`src/rtl/relm_div_seq.sv`:
```
`default_nettype none
// ============================================================================
// Module   : relm_div_seq
// Brief    : Iterative radix-4 restoring integer divider with quotient and
//            remainder, signed/unsigned modes, divide-by-zero flag and an
//            early-exit path when the dividend magnitude is below the divisor.
// Revision : 1.0 - initial release
// ============================================================================
module relm_div_seq #(
    parameter int WD    = 32,
    parameter int EARLY = 1
) (
    input  logic          clk,
    input  logic          rst,
    input  logic          start_in,
    input  logic          signed_in,
    input  logic [WD-1:0] n_in,
    input  logic [WD-1:0] d_in,
    output logic          busy_out,
    output logic          valid_out,
    output logic [WD-1:0] q_out,
    output logic [WD-1:0] r_out,
    output logic          dz_out
);

    localparam int CW = (WD / 2 > 1) ? $clog2(WD / 2) : 1;
    localparam logic [CW-1:0] COUNT_INIT = CW'(WD / 2 - 1);

    typedef enum logic [1:0] {
        S_IDLE = 2'd0,
        S_RUN  = 2'd1,
        S_FIX  = 2'd2
    } state_t;

    state_t        state;
    logic          sign_n;
    logic          sign_d;
    logic          sgn_mode;
    logic          dz_flag;
    logic          early_flag;
    logic [CW-1:0] count;
    logic [WD-1:0] num;
    logic [WD+1:0] rem;
    logic [WD-1:0] quo;
    logic [WD-1:0] dabs;
    logic [WD+1:0] d3;
    logic [WD-1:0] n_orig;

    logic [WD-1:0] n_abs;
    logic [WD-1:0] d_abs;
    logic          early_hit;
    logic [WD+1:0] rs;
    logic [WD+1:0] d1;
    logic [WD+1:0] d2;
    logic [WD+1:0] rem_next;
    logic [1:0]    digit;
    logic [WD-1:0] q_fix;
    logic [WD-1:0] r_fix;

    // Operand magnitudes; the most negative value negates to itself, which is
    // exactly 2^(WD-1) when read as unsigned.
    assign n_abs = (signed_in && n_in[WD-1]) ? -n_in : n_in;
    assign d_abs = (signed_in && d_in[WD-1]) ? -d_in : d_in;

    generate
        if (EARLY != 0) begin : g_early
            assign early_hit = (n_abs < d_abs);
        end else begin : g_no_early
            assign early_hit = 1'b0;
        end
    endgenerate

    // Partial remainder shifted by one radix-4 digit; rem stays below |d|, so
    // its top bits are always zero and the shift cannot overflow.
    assign rs = (rem << 2) | {{WD{1'b0}}, num[WD-1:WD-2]};
    assign d1 = {2'b00, dabs};
    assign d2 = {1'b0, dabs, 1'b0};

    // Pick the largest multiple of |d| that fits and form the quotient digit.
    always_comb begin
        digit    = 2'd0;
        rem_next = rs;
        if (rs >= d3) begin
            digit    = 2'd3;
            rem_next = rs - d3;
        end else if (rs >= d2) begin
            digit    = 2'd2;
            rem_next = rs - d2;
        end else if (rs >= d1) begin
            digit    = 2'd1;
            rem_next = rs - d1;
        end
    end

    // Sign fix-up: quotient truncates toward zero, remainder follows dividend.
    assign q_fix = (sgn_mode && (sign_n ^ sign_d)) ? -quo : quo;
    assign r_fix = (sgn_mode && sign_n) ? -rem[WD-1:0] : rem[WD-1:0];

    // Control FSM, datapath registers and registered outputs.
    always_ff @(posedge clk or posedge rst) begin
        if (rst) begin
            state      <= S_IDLE;
            sign_n     <= 1'b0;
            sign_d     <= 1'b0;
            sgn_mode   <= 1'b0;
            dz_flag    <= 1'b0;
            early_flag <= 1'b0;
            count      <= '0;
            num        <= '0;
            rem        <= '0;
            quo        <= '0;
            dabs       <= '0;
            d3         <= '0;
            n_orig     <= '0;
            busy_out   <= 1'b0;
            valid_out  <= 1'b0;
            q_out      <= '0;
            r_out      <= '0;
            dz_out     <= 1'b0;
        end else begin
            case (state)
                S_IDLE: begin
                    valid_out <= 1'b0;
                    if (start_in) begin
                        sign_n     <= signed_in & n_in[WD-1];
                        sign_d     <= signed_in & d_in[WD-1];
                        sgn_mode   <= signed_in;
                        dz_flag    <= (d_in == '0);
                        early_flag <= early_hit;
                        count      <= COUNT_INIT;
                        num        <= n_abs;
                        rem        <= '0;
                        quo        <= '0;
                        dabs       <= d_abs;
                        d3         <= {2'b00, d_abs} + {1'b0, d_abs, 1'b0};
                        n_orig     <= n_in;
                        dz_out     <= 1'b0;
                        busy_out   <= 1'b1;
                        state      <= ((d_in == '0) || early_hit) ? S_FIX : S_RUN;
                    end
                end
                S_RUN: begin
                    rem   <= rem_next;
                    num   <= num << 2;
                    quo   <= {quo[WD-3:0], digit};
                    count <= count - CW'(1);
                    if (count == '0) begin
                        state <= S_FIX;
                    end
                end
                S_FIX: begin
                    if (dz_flag) begin
                        q_out  <= '1;
                        r_out  <= n_orig;
                        dz_out <= 1'b1;
                    end else if (early_flag) begin
                        q_out  <= '0;
                        r_out  <= n_orig;
                        dz_out <= 1'b0;
                    end else begin
                        q_out  <= q_fix;
                        r_out  <= r_fix;
                        dz_out <= 1'b0;
                    end
                    valid_out <= 1'b1;
                    busy_out  <= 1'b0;
                    state     <= S_IDLE;
                end
                default: begin
                    state     <= S_IDLE;
                    busy_out  <= 1'b0;
                    valid_out <= 1'b0;
                end
            endcase
        end
    end

endmodule
`default_nettype wire

```
`config.mk`:
```
export PLATFORM = sky130hd
export DESIGN_NAME = relm_div_seq
export DESIGN_NICKNAME = d
export VERILOG_FILES = /design/src/rtl/relm_div_seq.sv
export SDC_FILE = /design/constraint.sdc
export NUM_CORES = 1
export LEC_CHECK = 0
export CAP_MARGIN = 20
export CORE_MARGIN = 1
export CORE_UTILIZATION = 60
export DETAILED_ROUTE_END_ITERATION = 12
export PLACE_DENSITY_LB_ADDON = 0.2
export REMOVE_ABC_BUFFERS = 1
export SLEW_MARGIN = 25
export SYNTH_ARGS = -nofsm -noshare
export SYNTH_HDL_FRONTEND = slang
export SYNTH_SLANG_ARGS = --single-unit
```
`constraint.sdc`:
```
create_clock -name clk -period 21 [get_ports clk]
set_input_delay 5.25 -clock clk [delete_from_list [all_inputs] [get_ports clk]]
set_output_delay 5.25 -clock clk [all_outputs]
set_load 0.02 [all_outputs]
```
---- Word level (Yosys, flattened, before mapping) ----
Cells that the tools add are included.
storage, ports and cells
  input bits .............................. 68
  bits in registers ....................... 272
  output and inout port bits .............. 67
operators by class
  bitwise logic cells ..................... 5
  mux-type cells .......................... 32
  $add $sub $neg .......................... 9
  reductions and logical operators ........ 15
  magnitude comparators ................... 4
  equal/unequal tests ..................... 4
operators by type and width
  operator                                                            number
  32-bit 2-to-1 mux                                                   14
  32-bit case mux with 2 select lines                                 3
  32-bit negator                                                      4
  32-bit subtractor                                                   3
  32-bit by 33-bit adder with 34-bit output                           1
  34-bit by 32-bit >= comparator with 1-bit output                    1
  34-bit by 33-bit >= comparator with 1-bit output                    1
  34-bit >= comparator                                                1
  34-bit by 2-bit OR with 34-bit output                               1
  32-bit zero test                                                    1
  32-bit < comparator                                                 1
  2-bit 2-to-1 mux                                                    5
  2-bit AND reduction                                                 5
  4-bit case mux with 2 select lines                                  1
  1-bit case mux with 2 select lines                                  3
  1-bit logical AND                                                   4
  4-bit zero test                                                     1
  1-bit 2-to-1 mux                                                    4
  4-bit 2-to-1 mux                                                    1
  2-bit inequality test, second input constant                        2
  2-bit case mux with 2 select lines                                  1
  2-bit nonzero test                                                  2
  4-bit by 1-bit subtractor with 4-bit output, second input constant  1
  1-bit AND                                                           2
  6 further kinds                                                     6

---- Logic depth before layout (Yosys ltp) ----
Gate-level depths: netlist of run 1.
  depth after elaboration ................. 7
  gate-level depth with buffers ........... 20

---- Worst setup path before layout of run 1 ----
Ideal clock, no wire load.
  path type ............................... input port to flip-flop
  start point ............................. in n_in[11]
  end point ............................... reg state[1]
  library setup time ...................... 66 ps
  data arrival time ....................... 8,882 ps
  stages on the path ...................... 20
  setup slack ............................. 12,052 ps
  buffers on the path ..................... 0
  cells stage by stage .................... or4_1 > or3_1 > or3_1 > nor3_1 > and3_1 > inv_1 > o21ai_0 > xnor2_1 > ha_1 > a21o_1 > a21o_1 > a21o_1 > a21o_1 > a21oi_1 > nor2b_1 > o21ai_0 > nand2b_1 > o21ai_0 > nand3_1 > nand2_1
between the ends
  longest elaborated chain between the ends .. 7
ends and longest elaborated chain
  element                                 RTL line  RTL
  from (decl)                             17        input logic [WD-1:0] n_in,
  32-bit negator                          62        assign n_abs = (signed_in && n_in[WD-1]) ? -n_in : n_in;
  32-bit 2-to-1 mux (*)                   62
  32-bit < comparator (*)                 67        assign early_hit = (n_abs < d_abs);
  1-bit logical OR (*)                    139       state <= ((d_in == '0) || early_hit) ? S_FIX : S_RUN;
  2-bit 2-to-1 mux (*)                    139
  2-bit 2-to-1 mux (*)                    124       if (start_in) begin
  2-bit case mux with 2 select lines (*)  121       case (state)
  to (signal assigned)                    139
  to (decl)                               35        state_t state;
Mark *: on every way between the ends. The rest lies on a longest branch, timed or not. The select of a mux whose other input is x is not followed.
A chain may end at the register's enable or synchronous reset.

---- Final worst setup path of run 1 ----
  start point ............................. in d_in[5]
  end point ............................... reg d3[32]
between the ends
  longest elaborated chain between the ends .. 3
ends and longest elaborated chain
  element                                    RTL line  RTL
  from (decl)                                18        input logic [WD-1:0] d_in,
  32-bit negator                             63        assign d_abs = (signed_in && d_in[WD-1]) ? -d_in : d_in;
  32-bit 2-to-1 mux                          63
  via d_abs[15]                              50        logic [WD-1:0] d_abs;
  32-bit by 33-bit adder with 34-bit output  135       d3 <= {2'b00, d_abs} + {1'b0, d_abs, 1'b0};
  to (signal assigned)                       135
  to (decl)                                  46        logic [WD+1:0] d3;
The timed path passes the listed nets, and every way through them passes these cells.

==> reports/results.md, run 1 <==
| Parameter | Value |
|:---|:---|
| Most common cell after layout, fill and taps aside | nand2_1 |
| Distinct cell type count after synthesis | 81 |
| HPWL after detailed placement | 48,100 µm |
| Average instance area after synthesis | 8.19 µm² |
| Antenna diode count | 0 |
| Kind of launch point of the worst setup path | input port |
| Fraction of post-synthesis cell area in the top cell type by area | 0.327 |
| Post-CTS clock slew at the launch and capture registers of the worst setup and hold paths | 0.06 ns |
| Slew Limit Headroom | 0.306 |
| Power Dens Cells | 182 nW/µm² |
| Synth Area in Simple Gates | 0.165 |
| WHS | 0.471 ns |
| CTS root buffer | clkbuf_16 |
| DR pass1 iterations | 6 |
| Total of endpoints with negative setup slack in the final report | 0 |
| Critical Path Sink Type | flip-flop |
| Required arrival time at the worst endpoint | 21.45 ns |
| Initial Utilization | 0.614 |
| Commonest cells after routing, fill and taps aside | nand2_1 (371), o21ai_0 (302), dfrtp_1 (271) |
| TritonCTS clock tree | yes |
| Count of routing violations after the opening detailed-route iteration | 1,942 |
| Total wire length after detailed routing | 64,400 µm |
| Count of clock tree sinks | 271 |
| Die Span X | 188 µm |
| Die span in y | 188 µm |
| Critical path class | in -> reg |
| Fraction of power spent switching nets | 0.495 |
| Adder-cell area share of the yosys netlist | 0.103 |
| Average detailed-routed wire length per instance | 20.8 µm |
| # H-tree levels | 1 |
| Total overflow reported by the global router | 0 |
| Most frequently used flop master after synthesis | dfrtp_1 |
| Leakage | 10.8 nW |
| Post-route ant nets | 0 |
| Main combinational cell family by area after synthesis | compound AO/OA/AOI/OAI gates |
| Combinational fraction of design power | 0.645 |
| Worst Setup SP | d_in[5] |
| Max clock buf depth | 3 |
| Worst hold path stage count | 2 |
| Achievable frequency | 104 MHz |
| Most area-hungry cell type in the Yosys netlist | dfrtp_1 |
| Hold/Removal Path Class | reg -> reg |
| Sequential power share | 0.224 |
| Total number of placement rows | 67 |
| Min-Delay Endpoint | n_orig[7]$_DFFE_PP0P_ |
| Wire length of the first global-routing pass | 102,000 µm |
| Cells taking the most area after synthesis | dfrtp_1 (33%), ha_1 (9.8%), o21ai_0 (7.3%) |
| Post-synthesis compound-gate area fraction | 0.259 |
| Maximum number of pins on one net before global-route repair | 131 |
| Design internal power | 0.00217 W |
| Post-Synthesis Cells | 2,535 |
| DRC Markers | 0 |
| Fraction of final layout cells with drive strength greater than 1 | 0.0454 |
| Insertion delay of the later-clocked pin in the worst-skew pair | 0.61 ns |
| RSZ-0062 raised after global routing | false |
| All-Layer GR Usage | 0.362 |
| Post-CTS setup buffer count | 0 |
| Min-delay src | n_orig[7]$_DFFE_PP0P_ |
| Seq/Total Area, Yosys | 0.327 |
| Max Slew Vio Count | 0 |
| Placer Congestion | 0.999 |
| Shortest period the worst path allows | 9.64 ns |
| Post-route clock period utilization | 0.459 |
| Run status | finished, final reports clean |
| Depth of the worst register-to-register path | 16 |
| Total Negative Setup Slacks | 0 ns |
| Power share of the clock group | 0.131 |
| Multiplexer fraction of the synthesized cell area | 0.00886 |
| Destination of the worst register-to-register timing path | rem[1]$_DFFE_PP0P_ |
| Final nets | 2,854 |
| Number of hold buffers added after cts | 0 |
| Number of antenna violations at the first check in global routing | 1 |
| Area Growth Syn to Fin | 13.6% |
| # IOs | 135 |
| Number of buffers created by CTS | 31 |
| Quantity of I/O buffers inserted on ports | 134 |
| Arr. time, crit path | 10.10 ns |
| Synthesized flop and latch total | 271 |
| Reg2Reg Launch Point | num[30]$_DFFE_PP0P_ |
| Worst Path Max Fanout | 5 |
| Area of the mapped netlist | 20,700 µm² |
| Total Die Area | 35,300 µm² |
| Number of synthesized flops with an enable pin | 0 |
| Number of global-route vias before repair | 18,700 |
| Xor/xnor share of the synthesized area | 0.0928 |
| Worst supply voltage drop on vdd | 0.000152 V |
| Routed vias | 20,000 |
| Hold violation count in the final report | 0 |
| Layout Skew | 0.0279 ns |
| Share of async-settable or async-resettable flops after synthesis | 1.00 |
| Number of resized instances in the post-cts repair step | 0 |
| Count of max-cap constraint violations | 0 |
| Ys Warns | 0 |
| Core Area | 33,800 µm² |
| Actual transition at the worst max-transition pin | 1.03 ns |
| P_sw | 0.00212 W |
| Average vias per placed instance | 6.46 |
| Setup slack on the worst flop-to-flop path | 16.30 ns |
## cells in the mapped netlist, types with 4 or more instances
cell and count:
a211oi_1 29, o41ai_1 12, o21a_1 11, nor2b_1 17, or3_1 22, nor2_1 157, o22ai_1 14, nor4_1 16
nor3_1 32, a221o_1 13, nand2_1 372, buf_1 9, a31oi_1 17, o211ai_1 11, nand3_1 27, inv_1 145
a22oi_1 36, xnor2_1 120, fa_1 4, a21o_1 80, mux2i_1 15, a221oi_1 5, dfrtp_1 271, a21boi_0 5
a22o_1 31, and3_1 18, o31ai_1 18, and4_1 4, o22a_1 15, nand2b_1 15, ha_1 162, o21bai_1 18
a21oi_1 194, or4_1 10, o21ai_0 302, clkbuf_1 90, and2_1 16, a211o_1 5, nor3b_1 5, xor2_1 98
o21ai_1 6, nand4_1 22
## metrics by stage
stage / instance area [µm²] / total power, W / utilization / setup slack (ns) / std cells
after floorplan: 20400 / 0.00285 / - / 8.28 / 2433
final: 23600 / 0.00429 / 0.698 / 11.36 / 3093
after global routing: 23600 / 0.00459 / 0.698 / 11.01 / 3093
after global placement: 22500 / 0.00359 / 0.666 / 11.05 / 3035
after detailed placement: 22500 / 0.00365 / 0.666 / 10.90 / 3035
after CTS: 23600 / 0.00424 / 0.697 / 11.49 / 3093
## worst max path at each step
| stage | slack, ns | to |
|---|---|---|
| after floorplan | 8.28 | busy_out$_DFFE_PP0P_ |
| after global placement | 11.05 | d3[32]$_DFFE_PP0P_ |
| after detailed placement | 10.90 | d3[32]$_DFFE_PP0P_ |
| after CTS | 11.49 | d3[32]$_DFFE_PP0P_ |
| after global routing | 11.01 | d3[32]$_DFFE_PP0P_ |
| final | 11.36 | d3[32]$_DFFE_PP0P_ |
## cell families after synthesis
logic type	count (synthesis)
compound gates	859
simple gates	752
flops	271
buf+inv	248
xor+xnor	219
fa+ha+maj	168
mux	18
## routing by layer
metal / wire length [µm] / GRT usage / vias to the layer above
met4: 2350 / 0.141 / 0
li1: - / - / 9249
met1: 28200 / 0.518 / 9687
met3: 5090 / 0.0459 / 132
met2: 28800 / 0.559 / 917
met5: 0 / 0 / -
## final cells by class
class	instances	area, µm²
Multi-Input combinational cell	2016	13100
Inverter	146	561
Sequential cell	271	6780
Clock buffer	45	918
Fill cell	2764	10200
Tap cell	448	561
Clock inverter	13	140
Timing Repair Buffer	154	1500
## worst max-delay path, stage by stage
cell and delay, ns:
clkdlybuf4s50_1 0.47, nor4_2 0.52, nand4_2 0.29, o21ai_0 0.30, xor2_1 0.28, inv_1 0.11, ha_1 0.38, a21oi_1 0.27
nand2_1 0.08, a211oi_1 0.31, o21bai_1 0.23, o211ai_1 0.21, a21oi_1 0.16, o41a_1 0.47, a311oi_2 0.37, a21oi_1 0.14
xnor2_1 0.17, o21ai_1 0.07
## registers in the layout (all words and copies together) (netlist names), 2 cells and up
| register | count |
|---|---|
| count | 4 |
| d3 | 33 |
| dabs | 32 |
| n_orig | 32 |
| num | 32 |
| q_out | 32 |
| quo | 32 |
| r_out | 32 |
| rem | 32 |
| state | 2 |
## power groups by stage
stage | Sequential [W] | Clock (W) | Combinational [W]
5_1_grt | 0.000981 | 0.000587 | 0.00302
3_3_place_gp | 0.000955 | 0 | 0.00263
4_1_cts | 0.000955 | 0.000568 | 0.00271
3_5_place_dp | 0.000963 | 0 | 0.00269
6_report | 0.000962 | 0.000563 | 0.00277
2_1_floorplan | 0.000963 | 0 | 0.00188
No activity file was read; power rests on OpenSTA's default activity.
==> run 2, diff against run 1 <==
Clock period 21 ns to 9.4 ns, I/O delays scaled along.
==> reports/results.md, run 2 (synthesis results as in run 1) <==
| Parameter | Value | vs previous |
|:---|:---|:---|
| Antenna diode count | 0 | unchanged |
| Post-CTS setup buffer count | 0 | unchanged |
| Reg2Reg Launch Point | rem[21]$_DFFE_PP0P_ |  |
| Shortest period the worst path allows | 6.74 ns |  |
| Routed vias | 19,800 | -0.90% |
| Insertion delay of the later-clocked pin in the worst-skew pair | 0.60 ns | about the same |
| Crit path max-delay cell type | clkdlybuf4s50_1 |  |
| Max Slew Vio Count | 0 | unchanged |
| DRC Markers | 0 | unchanged |
| Post-CTS clock slew at the launch and capture registers of the worst setup and hold paths | 0.06 ns | about the same |
| Post-Place Cell Area | 22,500 µm² | about the same |
| Number of resized instances in the post-cts repair step | 0 | unchanged |
| Post-route clock period utilization | 0.717 |  |
| Layout Skew | 0.0186 ns | -0.00929 ns |
| Average vias per placed instance | 6.41 | -0.84% |
| Setup slack on the worst flop-to-flop path | 4.59 ns | -11.71 ns |
| Kind of launch point of the worst setup path | input port |  |
| Actual transition at the worst max-transition pin | 1.00 ns | -0.0301 ns |
| Wire length of the first global-routing pass | 104,000 µm | +1.9% |
| Worst Setup SP | d_in[0] |  |
| TritonCTS clock tree | yes |  |
| Total wire length after detailed routing | 65,200 µm | +1.2% |
| # IOs | 135 | unchanged |
| WHS | 0.470 ns | -0.00125 ns |
| Worst supply voltage drop on vdd | 0.000264 V | +74% |
| Worst setup slack after layout | 2.66 ns | -8.69 ns |
| Run status | finished, final reports clean |  |
| Most flops, register | d3 |  |
| Initial Utilization | 0.614 | unchanged |
| Dominant cell type by count on the critical path | a21oi_1 |  |
| Fraction of final layout cells with drive strength greater than 1 | 0.0431 | -0.00224 |
| Average detailed-routed wire length per instance | 21.1 µm | +1.3% |
| Placer Congestion | 1.02 | +1.7% |
| Total overflow reported by the global router | 0 | unchanged |
| Max clock buf depth | 3 | unchanged |
| Fin area | 23,600 µm² | +0.17% |
| Achievable frequency | 148 MHz |  |
| Depth of the worst register-to-register path | 12 | -4 |
| Post-route ant nets | 0 | unchanged |
| Area Growth Syn to Fin | 13.8% |  |
| Die span in y | 188 µm | unchanged |
| Most common cell after layout, fill and taps aside | nand2_1 |  |
| Critical Path Sink Type | flip-flop |  |
| Number of buffers created by CTS | 31 | unchanged |
| Slew Limit Headroom | 0.328 | +0.0212 |
| Total of endpoints with negative setup slack in the final report | 0 | unchanged |
| Largest delay contributor family on the critical path | compound AO/OA/AOI/OAI gates |  |
| Hold/Removal Path Class | reg -> reg |  |
| Total Die Area | 35,300 µm² | unchanged |
| Total stage count of the critical path | 21 | +3 |
| Core Area | 33,800 µm² | unchanged |
| DR pass1 iterations | 6 | unchanged |
| Die Span X | 188 µm | unchanged |
| Power Dens Cells | 409 nW/µm² | +120% |
| Quantity of I/O buffers inserted on ports | 134 | unchanged |
| RSZ-0062 raised after global routing | false |  |
| # H-tree levels | 1 | unchanged |
| Number of global-route vias before repair | 19,300 | +3.3% |
| CTS root buffer | clkbuf_16 |  |
| Number of antenna violations at the first check in global routing | 1 | unchanged |
| Count of clock tree sinks | 271 | unchanged |
| All-Layer GR Usage | 0.369 | +0.00624 |
| Commonest cells after routing, fill and taps aside | nand2_1 (371), o21ai_0 (302), dfrtp_1 (271) |  |
| Critical path class | in -> reg |  |
| Total number of placement rows | 67 | unchanged |
| Count of routing violations after the opening detailed-route iteration | 1,855 | -4.5% |
| Number of filler cells placed in the layout | 2,772 | +0.29% |
| Final Power | 0.00966 W | +130% |
| Capturing element of the worst setup path | d3[32]$_DFFE_PP0P_ |  |
| Buf/Inv on CP | 3 | +1 |
| Cell Chain, Critical Path | clkdlybuf4s50_1 > inv_1 > ha_1 > nor2b_1 > nand2_1 > nor4_1 > a21oi_1 > xnor2_1 > inv_1 > ha_1 > a21oi_1 > nand2_1 > a211oi_1 > o21bai_1 > o211ai_1 > a21oi_1 > o41a_1 > a311oi_2 > a21oi_1 > xnor2_1 > o21ai_1 |  |
| Max reg flops | 33 | unchanged |
| Number of hold buffers added after cts | 0 | unchanged |
| Destination of the worst register-to-register timing path | rem[0]$_DFFE_PP0P_ |  |
| Count of max-cap constraint violations | 0 | unchanged |
| Maximum number of pins on one net before global-route repair | 189 | +44% |
| Hold violation count in the final report | 0 | unchanged |
| Setup Slack @ Placement | 2.24 ns | -8.65 ns |
| HPWL after detailed placement | 48,600 µm | +0.98% |
| Required arrival time at the worst endpoint | 9.86 ns | -11.59 ns |
| Arr. time, crit path | 7.19 ns | -2.91 ns |
| Maximum cell stage delay along the critical path | 0.48 ns | -0.04 ns |
| Final nets | 2,854 | unchanged |
| Worst Path Max Fanout | 6 | +1 |
| Leakage | 10.8 nW | about the same |
| Share of the core filled with cells in the final layout | 0.699 | +0.00118 |
[run 2: cell count changes in the layout (fill, tap and decap cells not counted), sizes merged]
cell	before	now
clkinvlp	1	0
bufinv	2	4
clkinv	11	4
clkbuf	45	48
inv	145	146
[run 2: worst min path at each step]
stage	to	cells past startpoint	startpoint	slack, ns
3_5_place_dp	n_orig[16]$_DFFE_PP0P_	2	n_orig[16]$_DFFE_PP0P_	0.46
3_3_place_gp	n_orig[17]$_DFFE_PP0P_	2	n_orig[17]$_DFFE_PP0P_	0.45
5_1_grt	n_orig[4]$_DFFE_PP0P_	2	n_orig[4]$_DFFE_PP0P_	0.48
6_report	n_orig[25]$_DFFE_PP0P_	2	n_orig[25]$_DFFE_PP0P_	0.47
2_1_floorplan	n_orig[10]$_DFFE_PP0P_	2	n_orig[10]$_DFFE_PP0P_	0.44
4_1_cts	n_orig[16]$_DFFE_PP0P_	2	n_orig[16]$_DFFE_PP0P_	0.47
[run 2: area by class of cell]
class	instances	area, µm²	area share
multi-input combinational	2016	13100	0.555
sequential	271	6780	0.287
timing repair buffer	154	1520	0.0646
clock buffer	48	920	0.0390
tap	448	561	0.0237
inverter	146	556	0.0235
clock inverter	8	159	0.00673
[run 2: layer usage]
layer	share of wire	global-route usage	up-vias
li1	-	-	9231
met1	0.43	0.511	9457
met2	0.44	0.571	956
met3	0.090	0.0651	161
met4	0.040	0.148	0
met5	0	0	-
[run 2: power breakdown]
| part | leakage, nW | internal [W] | switching (W) |
|---|---|---|---|
| logic | 6.89 | 0.00245 | 0.00377 |
| registers | 3.42 | 0.00166 | 0.000482 |
| clock network | 0.528 | 0.000780 | 0.000516 |
[run 2: through the flow]
| step | instances | setup TNS, ns |
|---|---|---|
| 2_1_floorplan | 2433 | -113.01 |
| 3_3_place_gp | 3034 | 0 |
| 3_5_place_dp | 3034 | 0 |
| 4_1_cts | 3090 | 0 |
| 5_1_grt | 3091 | 0 |
| 6_report | 3091 | 0 |
[run 2: worst min-delay path, stage by stage, from the launching register on]
cell and delay [ns]:
dfrtp_1 0.34, nand2_1 0.05, nand2_1 0.05
